`src/rtl/relu_fwd_stream.sv`:
```
// relu_fwd_stream
//   Streaming forward ReLU stage. Each accepted Q8.8 element is emitted one
//   cycle later as max(0,x). A derivative-mask bit (1 when x >= 0) is recorded
//   per element, and the packed mask is published at the end of each vector.
//
//   Optional feature (compile-time macro RELU_LEAKY_EN):
//     defined   - negative inputs emit x >>> 3 (leaky slope 1/8)
//     undefined - negative inputs emit 0
//
// Ports
//   clk, rst_n                     clock, synchronous active-low reset
//   in_valid/in_ready              upstream handshake
//   in_data, in_last               pre-activation element, end-of-vector marker
//   out_valid/out_ready            downstream handshake
//   out_data, out_last             activated element, end-of-vector marker
//   mask_valid, mask               one-cycle pulse with the packed vector mask
//   len_err                        sticky framing error
module relu_fwd_stream #(
  parameter int NBITS   = 16,
  parameter int VEC_LEN = 8,
  parameter int IDX_W   = $clog2(VEC_LEN)
) (
  input  logic               clk,
  input  logic               rst_n,
  input  logic               in_valid,
  output logic               in_ready,
  input  logic [NBITS-1:0]   in_data,
  input  logic               in_last,
  output logic               out_valid,
  input  logic               out_ready,
  output logic [NBITS-1:0]   out_data,
  output logic               out_last,
  output logic               mask_valid,
  output logic [VEC_LEN-1:0] mask,
  output logic               len_err
);

  localparam logic [IDX_W-1:0] LAST_IDX = IDX_W'(VEC_LEN - 1);

  logic               out_valid_q,  out_valid_d;
  logic [NBITS-1:0]   out_data_q,   out_data_d;
  logic               out_last_q,   out_last_d;
  logic               mask_valid_q, mask_valid_d;
  logic [VEC_LEN-1:0] mask_q,       mask_d;
  logic               len_err_q,    len_err_d;
  logic [IDX_W-1:0]   idx_q,        idx_d;
  logic [VEC_LEN-1:0] acc_q,        acc_d;
  logic               accept;

  // Combinational ready lets a consumed slot be refilled in the same cycle.
  assign in_ready = !out_valid_q || out_ready;
  assign accept   = in_valid && in_ready;

  always_comb begin
    out_valid_d  = out_valid_q;
    out_data_d   = out_data_q;
    out_last_d   = out_last_q;
    mask_valid_d = 1'b0;
    mask_d       = mask_q;
    len_err_d    = len_err_q;
    idx_d        = idx_q;
    acc_d        = acc_q;

    if (out_valid_q && out_ready) begin
      out_valid_d = 1'b0;
    end

    if (accept) begin
      out_valid_d = 1'b1;
      out_last_d  = in_last;
      if (in_data[NBITS-1]) begin
`ifdef RELU_LEAKY_EN
        out_data_d = NBITS'($signed(in_data) >>> 3);
`else
        out_data_d = '0;
`endif
      end else begin
        out_data_d = in_data;
      end

      // The current bit is written first so a completing vector publishes it.
      acc_d[idx_q] = ~in_data[NBITS-1];

      if (idx_q == LAST_IDX) begin
        idx_d = '0;
        if (in_last) begin
          mask_d       = acc_d;
          mask_valid_d = 1'b1;
        end else begin
          len_err_d = 1'b1;
        end
        acc_d = '0;
      end else if (in_last) begin
        idx_d     = '0;
        acc_d     = '0;
        len_err_d = 1'b1;
      end else begin
        idx_d = idx_q + 1'b1;
      end
    end
  end

  always_ff @(posedge clk) begin
    if (!rst_n) begin
      out_valid_q  <= 1'b0;
      out_data_q   <= '0;
      out_last_q   <= 1'b0;
      mask_valid_q <= 1'b0;
      mask_q       <= '0;
      len_err_q    <= 1'b0;
      idx_q        <= '0;
      acc_q        <= '0;
    end else begin
      out_valid_q  <= out_valid_d;
      out_data_q   <= out_data_d;
      out_last_q   <= out_last_d;
      mask_valid_q <= mask_valid_d;
      mask_q       <= mask_d;
      len_err_q    <= len_err_d;
      idx_q        <= idx_d;
      acc_q        <= acc_d;
    end
  end

  assign out_valid  = out_valid_q;
  assign out_data   = out_data_q;
  assign out_last   = out_last_q;
  assign mask_valid = mask_valid_q;
  assign mask       = mask_q;
  assign len_err    = len_err_q;

endmodule

```
`config.mk`:
```
export PLATFORM = sky130hd
export DESIGN_NAME = relu_fwd_stream
export DESIGN_NICKNAME = d
export VERILOG_FILES = /design/src/rtl/relu_fwd_stream.sv
export SDC_FILE = /design/constraint.sdc
export NUM_CORES = 1
export LEC_CHECK = 0
export CAP_MARGIN = 25
export CORE_ASPECT_RATIO = 0.6
export CORE_MARGIN = 2
export CORE_UTILIZATION = 40
export CTS_BUF_LIST = sky130_fd_sc_hd__clkbuf_2
export DETAILED_ROUTE_END_ITERATION = 10
export PLACE_DENSITY = 0.7
export SLEW_MARGIN = 10
export SYNTH_ARGS = -nofsm -noshare
export SYNTH_HDL_FRONTEND = slang
export SYNTH_SLANG_ARGS = --single-unit
```
`constraint.sdc`:
```
create_clock -name clk -period 2.2 [get_ports clk]
set_input_delay 0.33 -clock clk [delete_from_list [all_inputs] [get_ports clk]]
set_output_delay 0.33 -clock clk [all_outputs]
set_load 0.01 [all_outputs]
```
# == Word-level counts from Yosys, hierarchy flattened ==
# Index checks and enable logic that the tools add are counted.
# totals
inputBits,21
register_bits,39
output_inout_bits,29
word_cells,38
# op_classes
n_reduce_logical,10
bitwise,1
muxes,14
addsub,1
magnitude_cmp,2
eq_ne,2
# ops
cell,n
two-way mux 8 bit,2
two-way mux 15 bit,1
AND reduction 3 bit,3
bitwise mux 8 bit,1
two-way mux 1 bit,7
two-way mux 3 bit,2
less-than comparator 3 x 4 -> 1 bit (second input constant),1
nonzero test 2 bit,2
adder 3 x 1 -> 3 bit (second input constant),1
demux 1 bit (select 3 bit),1
== test 3 bit (second input constant),1
greater-or-equal comparator 3 x 1 -> 1 bit (second input constant),1
logical AND 1 bit,3
inequality test 2 bit (second input constant),1
logical NOT 1 bit,1
logical OR 1 bit,1
inverter 1 bit,1

# == Depth between registers and ports, before layout ==
# Gate-level depths: netlist of the first run.
# logic_depth
ltp_word,7
ltp_mapped,6
ltp_nobuf,5

# == Worst setup path after synthesis of the first run ==
# Ideal clock, no wire load.
# synth_path
path_type,register -> register
startpoint,register idx_q[0]
endpoint,"register mask_q[4], in the netlist mask[4]"
t_required_ps,2125
path_stages_with_launch,7
path_buffers,1
period_less_slack_ps,1469
arrival_ps,1394
setup_time_ps,75
path_slack_ps,731
path_cell_list,dfxtp_1 -> ha_1 -> ha_1 -> nand2_1 -> or4_4 -> buf_6 -> o22ai_1
# synth_via
elab_chain_len,5
elab_cells_between_ends,8
classes_between,order compare (2); eq/ne (1); mux (3); reduce/logical (2)
# synth_rtl
item,line,text
from (decl),46,"logic [IDX_W-1:0] idx_q, idx_d;"
from (signal assigned),120,idx_q <= idx_d;
less-than comparator 3 x 4 -> 1 bit (not written as such) or greater-or-equal comparator 3 x 1 -> 1 bit (tied branches),82,acc_d[idx_q] = ~in_data[NBITS-1];
logical AND 1 bit (not written as such),82,
two-way mux 1 bit (not written as such),82,
demux 1 bit (select 3 bit),82,
bitwise mux 8 bit,82,
to (signal assigned),118,mask_q <= mask_d;
to (decl),44,"logic [VEC_LEN-1:0] mask_q, mask_d;"
# Several ways; a longest one is shown, not always the timed one.
# A chain may end at the register's enable or synchronous reset.

# == Final worst setup path of the first run ==
# layout_path
startpoint,"register out_valid_q, in the netlist out_valid"
endpoint,output in_ready
# layout_via
elab_chain_len,2
# layout_rtl
item,line,text
from (decl),40,"logic out_valid_q, out_valid_d;"
from (signal assigned),114,out_valid_q <= out_valid_d;
logical NOT 1 bit,51,assign in_ready = !out_valid_q || out_ready;
logical OR 1 bit,51,
to (decl),26,"output logic in_ready,"
# No other way between the ends.

==> results of run 1 <==
-- cell usage in the layout, fill, tap and decap left out --
cell,instances
sky130_fd_sc_hd__clkdlybuf4s50_1,48
sky130_fd_sc_hd__o21ai_1,2
sky130_fd_sc_hd__a21oi_1,20
sky130_fd_sc_hd__nor2_1,3
sky130_fd_sc_hd__ha_1,2
sky130_fd_sc_hd__buf_4,7
sky130_fd_sc_hd__o22ai_1,16
sky130_fd_sc_hd__nand4_1,18
sky130_fd_sc_hd__nand2_1,17
sky130_fd_sc_hd__bufinv_16,1
sky130_fd_sc_hd__inv_2,4
sky130_fd_sc_hd__nand4b_1,1
sky130_fd_sc_hd__nor2b_1,1
sky130_fd_sc_hd__dfxtp_1,38
sky130_fd_sc_hd__o21ai_0,17
sky130_fd_sc_hd__xor2_1,1
sky130_fd_sc_hd__nand3b_1,3
sky130_fd_sc_hd__conb_1,1
sky130_fd_sc_hd__nor3_2,1
sky130_fd_sc_hd__nor3b_1,3
sky130_fd_sc_hd__mux2i_1,8
sky130_fd_sc_hd__a31oi_1,1
sky130_fd_sc_hd__clkbuf_2,5
sky130_fd_sc_hd__nor3_1,1
sky130_fd_sc_hd__nand3_1,2
sky130_fd_sc_hd__inv_1,1
sky130_fd_sc_hd__or4_4,1
sky130_fd_sc_hd__clkinv_1,1
-- final timing paths --
check / from / end / cells past startpoint
max reg2reg: idx_q[0] / acc_q[1] / 5
min: acc_q[4] / acc_q[4] / 2
min reg2reg: acc_q[4] / acc_q[4] / 2
max: out_valid / in_ready / 3
-- cell type report --
| type | count | area share, % |
|---|---|---|
| sequential | 38 | 35.7 |
| multi-input combinational | 119 | 33.0 |
| timing repair buffer | 55 | 25.0 |
| tap | 47 | 2.76 |
| clock inverter | 2 | 1.58 |
| clock buffer | 5 | 1.17 |
| inverter | 5 | 0.880 |
-- worst register-to-register path, stage by stage, from the launching register on --
cell and delay, ns:
sky130_fd_sc_hd__dfxtp_1 0.45, sky130_fd_sc_hd__ha_1 0.26, sky130_fd_sc_hd__ha_1 0.21, sky130_fd_sc_hd__nor2_1 0.23, sky130_fd_sc_hd__nand4_1 0.37, sky130_fd_sc_hd__o22ai_1 0.30
-- stage by stage --
stage	power [W]	hold slack (ns)
global placement	0.000891	0.448
detailed placement	0.000895	0.461
CTS	0.00130	0.485
finish	0.00129	0.484
floorplan	0.000806	0.449
global route	0.00134	0.483
-- registers in the layout, summed over array words and instances (netlist names) --
name	count
out_data	15
acc_q	8
mask	8
idx_q	3
len_err	1
mask_valid	1
out_last	1
out_valid	1
-- power breakdown --
| group | total [W] | internal [W] | switching (W) |
|---|---|---|---|
| Sequential | 0.000718 | 0.000706 | 0.0000119 |
| Combinational | 0.000164 | 0.0000831 | 0.0000812 |
| Clock | 0.000405 | 0.000183 | 0.000222 |
| Total | 0.00129 | 0.000972 | 0.000316 |
-- kinds of logic (layout without fill, tap and decap cells) --
kind of cell,count (synthesis),after routing
flip-flops,38,38
adder cells (fa/ha/maj),2,2
multiplexers,8,8
buffers and inverters,24,67
AO/OA/AOI/OAI,56,56
XOR/XNOR,1,1
AND/OR/NAND/NOR,51,51
other,1,1
-- metal layers --
metal / vias up / global-route usage, %
met3: 7 / 5.35
met2: 68 / 29.3
li1: 740 / -
met4: 0 / 9.26
met1: 715 / 26.6
met5: - / 0
==> results.md, run 1 <==
- Worst vdd ir: 0.000435 V
- Initial core utilization: 42.2%
- Fmax: 510 MHz
- Crit path arrival time: between 1.5 and 2 ns
- Vertical die dimension: 52.5 um
- Max Root-Sink Buffers: 2
- Type of the most critical hold path: flop to flop
- Slowest cell on the critical path: sky130_fd_sc_hd__clkdlybuf4s50_1
- Average vias per placed instance: 5.65
- TritonCTS clock tree: yes
- Storage cell area: 761 sq um
- Initial detailed-routing violation count: 79
- Area share of the leading cell type in the synthesized netlist: 48.5%
- Compound-Gate Fraction of Synth Area: 19.2%
- Root buffer cell: sky130_fd_sc_hd__clkbuf_2
- Number of rows created at floorplan: 17
- Number of hold-repair buffers added at the cts stage: 0
- Max Used Layer: met4
- Dpl cell area: around 2100 sq um
- Areal power density over the cells: 604 nW/um^2
- Dominant synthesized flop cell: sky130_fd_sc_hd__dfxtp_1
- Dominant cell by count in the synthesized netlist: sky130_fd_sc_hd__dfxtp_1
- Total of flip-flops plus latches after synthesis: 38
- Static leakage power: 0.765 nW
- Synthesized area: roughly 1600 sq um
- GR Overflow Total: 0
- CP top delay family: buffers and inverters
- Number of library cell types mapped by synthesis: 27
- Area enclosed by the die boundary: 4460 sq um
- Count of buffers from port buffering: 48
- Required time worst endpoint: about 1.9 ns
- Number of antenna violations at the first check in global routing: 0
- Routed wire length on met2: 1800 um
- Clk Latency, worst-skew pair: between 0.3 and 0.4 ns
- Final standard cell count with taps included and fillers excluded: 271
- Worst reg2reg setup slack: 0.31 ns
- Number of warnings reported in the yosys synthesis log: 0
- Synthesized-area fraction occupied by and/or/nand/nor cells: 18.1%
- Post-CTS Setup Repair Bufs: 0
- Gp weighted congestion: just under 0.8
- Number of violations of the max-capacitance limit: 0
- Area delta synth->final: 36.0%
- Number of enable flip-flop cells after synthesis: 0
- Top cell type by total area after synthesis: sky130_fd_sc_hd__dfxtp_1
- Buffer and inverter count on the worst path: 2
- Largest stage delay on the critical path: 0.58 ns
- Routed length on met1: 1930 um
- Fraction of the mapped netlist area in adder cells: 1.59%
- Unrepaired setup endpoints after global routing: no
- Hold Violations, Final: 0
- DP Wirelength: about 2800 um
- Total Nets Final: 247
- Filler Cell Count: 321
- Post-detailed-route count of antenna-violating nets: 0
- Synth top cells by count: sky130_fd_sc_hd__dfxtp_1, sky130_fd_sc_hd__a21oi_1, sky130_fd_sc_hd__nand4_1, sky130_fd_sc_hd__nand2_1, sky130_fd_sc_hd__o21ai_0
- Fin util: a little under three fifths
- Clock Sinks: 38
- Number of global-route vias before repair: 1395
- Top fanout value on the critical path: 14
- Synthesized instance count: 181
- Via total after detailed routing: 1530
- All-Layer GR Usage: 19.7%
- Placed cells: 264
- DR WL met3: roughly 320 um
- Worst Slack Setup Final: 0.238 ns
- Clock Skews: 0.0208 ns
- Mean Syn Cell Area: a little under 9 sq um
- Placeable core region: ~3700 sq um
- Die X: 84.9 um
- Critical path cell sequence: nor2b_1 > inv_2 > clkdlybuf4s50_1
- Clock-pin slew on the worst setup and hold paths: about 0.19 ns
- Post-layout instance area: 2130 sq um
- Mux cell area share after synthesis: 5.10%
- Fraction of final layout cells sized beyond drive strength 1: 8.48%
- Shortest period the worst path allows: just under 2 ns
- Fin crit share: 89.2%
- Top-level port count: 50
- Pin count of the biggest net entering global routing: 23
- Total CTS buffers: 5
- First-pass DRT Iterations: 5
- DRC viols: 0
- Transition time of the tightest slew-check pin: 0.591 ns
- Worst slack, placed: 0.240 ns
- First-pass GRT wire length: 6740 um
- Diodes inserted: 0
- Total detailed-routing wirelength: roughly 4100 um
- Post-CTS resize count: 0
- Crit path capture type: output port
- Setup TNS after final layout: 0 ns
- Area share of xor/xnor cells in the synthesized design: 0.558%
- Area occupied by multi-input gates: 703 sq um
- Critical path class: flop to output port
- Max Slew Vio Count: 0
- Post-synthesis sequential area ratio: 48.5%
- Async set or reset register ratio after synthesis: 0%
- Average routed wire per standard cell: 15.2 um
- Main area contributors after synthesis: sky130_fd_sc_hd__dfxtp_1, sky130_fd_sc_hd__nand4_1, sky130_fd_sc_hd__a21oi_1, sky130_fd_sc_hd__o22ai_1, sky130_fd_sc_hd__o21ai_0
- Number of levels in the clock H-tree: 2
- Tightest slew margin relative to the limit: between 60% and 70%
- Kind of start point of the critical path: flop
- Final count of negative-setup-slack endpoints: 0
- Main combinational cell family by area after synthesis: compound AO/OA/AOI/OAI gates
- Status: finished clean
- Post-Syn Nets: a little over 200
Power figures use the tool's default switching activity.
==> run 2, diff against run 1 <==
- PLACE_DENSITY: 0.7 -> 0.74
==> run 2 against run 1 <==
  * Final cell count unchanged
  * Sequential power hardly changed
  * Maximum frequency rose by 4.5%
  * Global-route usage is 0.69 points lower
  * Utilization shrank 0.30 points
  * Setup slack improved by 0.085 ns
  * Non-clock buffer count unchanged
  * Clock skew is 0.0027 ns lower
  * Register-to-register slack improved by 0.03 ns
  * First-iteration DRC count increased by 66%
  * Sequential cell count is the same
  * Critical endpoint unchanged
  * Largest power group unchanged
==> results.md, run 2 (synthesis results as in run 1) <==
- Status: finished clean
- Diodes inserted: 0
- Initial core utilization: 42.2%
- Final standard cell count with taps included and fillers excluded: 271
- Fraction of final layout cells sized beyond drive strength 1: 8.93%
- Average vias per placed instance: 5.64
- Number of hold-repair buffers added at the cts stage: 0
- Max Slew Vio Count: 0
- Root buffer cell: sky130_fd_sc_hd__clkbuf_2
- Count of buffers from port buffering: 48
- Crit path arrival time: 1.55 ns
- Most common cell after layout, fill and taps aside: sky130_fd_sc_hd__clkdlybuf4s50_1
- Type of the most critical hold path: flop to flop
- Crit path capture type: output port
- Final count of negative-setup-slack endpoints: 0
- Post-layout instance area: 2120 sq um
- Total detailed-routing wirelength: 4040 um
- DRC viols: 0
- Global Route met3 Usage: 5.83%
- Hold Violations, Final: 0
- Placed cells: 264
- Fmax: 533 MHz
- Total CTS buffers: 5
- Post-CTS Setup Repair Bufs: 0
- Top-level port count: 50
- Leading cell types in the layout, fill and taps excluded: sky130_fd_sc_hd__clkdlybuf4s50_1, sky130_fd_sc_hd__dfxtp_1, sky130_fd_sc_hd__a21oi_1
- Critical path cell sequence: nor2b_1 > inv_2 > clkdlybuf4s50_1
- Die X: 84.9 um
- Areal power density over the cells: 556 nW/um^2
- Global-route met2 utilization: 26.5%
- R2r startpoint: idx_q[0]
- Area delta synth->final: 35.2%
- Total Nets Final: 247
- Area occupied by multi-input gates: ~700 sq um
- Fin util: a little under three fifths
- Filler Cell Count: 329
- Area enclosed by the die boundary: 4460 sq um
- Initial detailed-routing violation count: 131
- Storage cell area: 761 sq um
- Number of levels in the clock H-tree: 2
- Clock Sinks: 38
- End of the worst hold path: out_data[2]
- Largest stage delay on the critical path: 0.48 ns
- Unrepaired setup endpoints after global routing: no
- Pin count of the biggest net entering global routing: 23
- Dpl cell area: 2090 sq um
- TritonCTS clock tree: yes
- Transition time of the tightest slew-check pin: 0.598 ns
- Kind of start point of the critical path: flop
- Fin crit share: 85.3%
- Number of global-route vias before repair: 1366
- Number of violations of the max-capacitance limit: 0
- Post-detailed-route count of antenna-violating nets: 0
- Buffer and inverter count on the worst path: 2
- Reg2Reg Depth: 5
- Top fanout value on the critical path: 2
- GR Overflow Total: 0
- Static leakage power: 0.761 nW
- Required time worst endpoint: 1.87 ns
- Average routed wire per standard cell: 14.9 um
- Via total after detailed routing: 1529
- Setup TNS after final layout: 0 ns
- GR met1 Demand/Resource: 28.1%
- Max Root-Sink Buffers: 2
- Capture point of the worst reg-to-reg path: mask[6]
- First-pass GRT wire length: between 6000 and 7000 um
- Critical path class: flop to output port
- Layer carrying the most global-route usage: met1
- Clock Skews: 0.0181 ns
- Gp weighted congestion: between 0.7 and 0.8
- Clock-pin slew on the worst setup and hold paths: 0.17 ns
- Hold Startpoint: out_data[2]
- Number of rows created at floorplan: 17
- First-pass DRT Iterations: 4
- Clk Latency, worst-skew pair: 0.37 ns
- All-Layer GR Usage: 19.0%
- Worst reg2reg setup slack: roughly 0.34 ns
- Largest register FFs: 15
- DP Wirelength: between 2000 and 3000 um
- CP top delay family: buffers and inverters
- Vertical die dimension: roughly 53 um
- Tightest slew margin relative to the limit: 60.0%
- Shortest period the worst path allows: about 1.9 ns
- Slowest cell on the critical path: sky130_fd_sc_hd__clkdlybuf4s50_1
- Number of antenna violations at the first check in global routing: 0
- Worst vdd ir: about 0.00027 V
- Placeable core region: 3720 sq um
- Number of cells traversed by the worst hold path: 2
- Post-CTS resize count: 0
## run 2: changes by cell type in the layout (fill, tap and decap cells not counted)
cell and delta:
sky130_fd_sc_hd__clkinv_1 -1, sky130_fd_sc_hd__bufinv_16 -1, sky130_fd_sc_hd__clkbuf_2 +2, sky130_fd_sc_hd__buf_12 +1, sky130_fd_sc_hd__buf_4 -1
## run 2: how the worst max path moves through the flow
stage	start	endpoint	slack, ns	cells after the start
finish	out_valid	in_ready	0.32	3
CTS	out_valid	in_ready	0.30	3
floorplan	idx_q[0]	mask[4]	0.73	6
global route	idx_q[0]	acc_q[4]	0.19	5
global placement	out_ready	in_ready	0.34	4
detailed placement	out_ready	acc_q[4]	0.30	6
## run 2: worst reg2reg max path: stages (launching register included)
cell	delay, ns
sky130_fd_sc_hd__dfxtp_1	0.58
sky130_fd_sc_hd__ha_1	0.23
sky130_fd_sc_hd__ha_1	0.20
sky130_fd_sc_hd__nand2_1	0.10
sky130_fd_sc_hd__or4_4	0.50
sky130_fd_sc_hd__o22ai_1	0.19
## run 2: metrics by stage
| step | power [W] | worst slack, ns | hold slack, ns |
|---|---|---|---|
| floorplan | 0.000806 | 0.731 | 0.449 |
| global placement | 0.000896 | 0.340 | 0.456 |
| detailed placement | 0.000897 | 0.297 | 0.462 |
| CTS | 0.00119 | 0.301 | 0.484 |
| global route | 0.00123 | 0.190 | 0.499 |
| finish | 0.00118 | 0.324 | 0.485 |
## run 2: layer usage
metal	vias up	part of all wire, %
li1	741	-
met1	716	49
met2	65	42
met3	7	8.5
met4	0	0.94
met5	-	0
## run 2: area by class of cell
cell class,count,share of cell area (%)
repair buffers,55,25.7
well taps,47,2.77
flip-flops and latches,38,35.8
clock buffers,7,1.65
inverters,5,0.884
multi-input cells,119,33.1
## run 2: report_power, final
part	switching, W	total [W]	internal, W	leakage, nW
registers	0.0000120	0.000718	0.000706	0.308
clock network	0.000214	0.000297	0.0000830	0.0291
logic	0.0000809	0.000166	0.0000852	0.424
==> run 3, diff against run 2 <==
- CAP_MARGIN: 25 -> not set
==> results of run 3 <==
No change in the layout: final DEF, timing and power equal those of run 2.
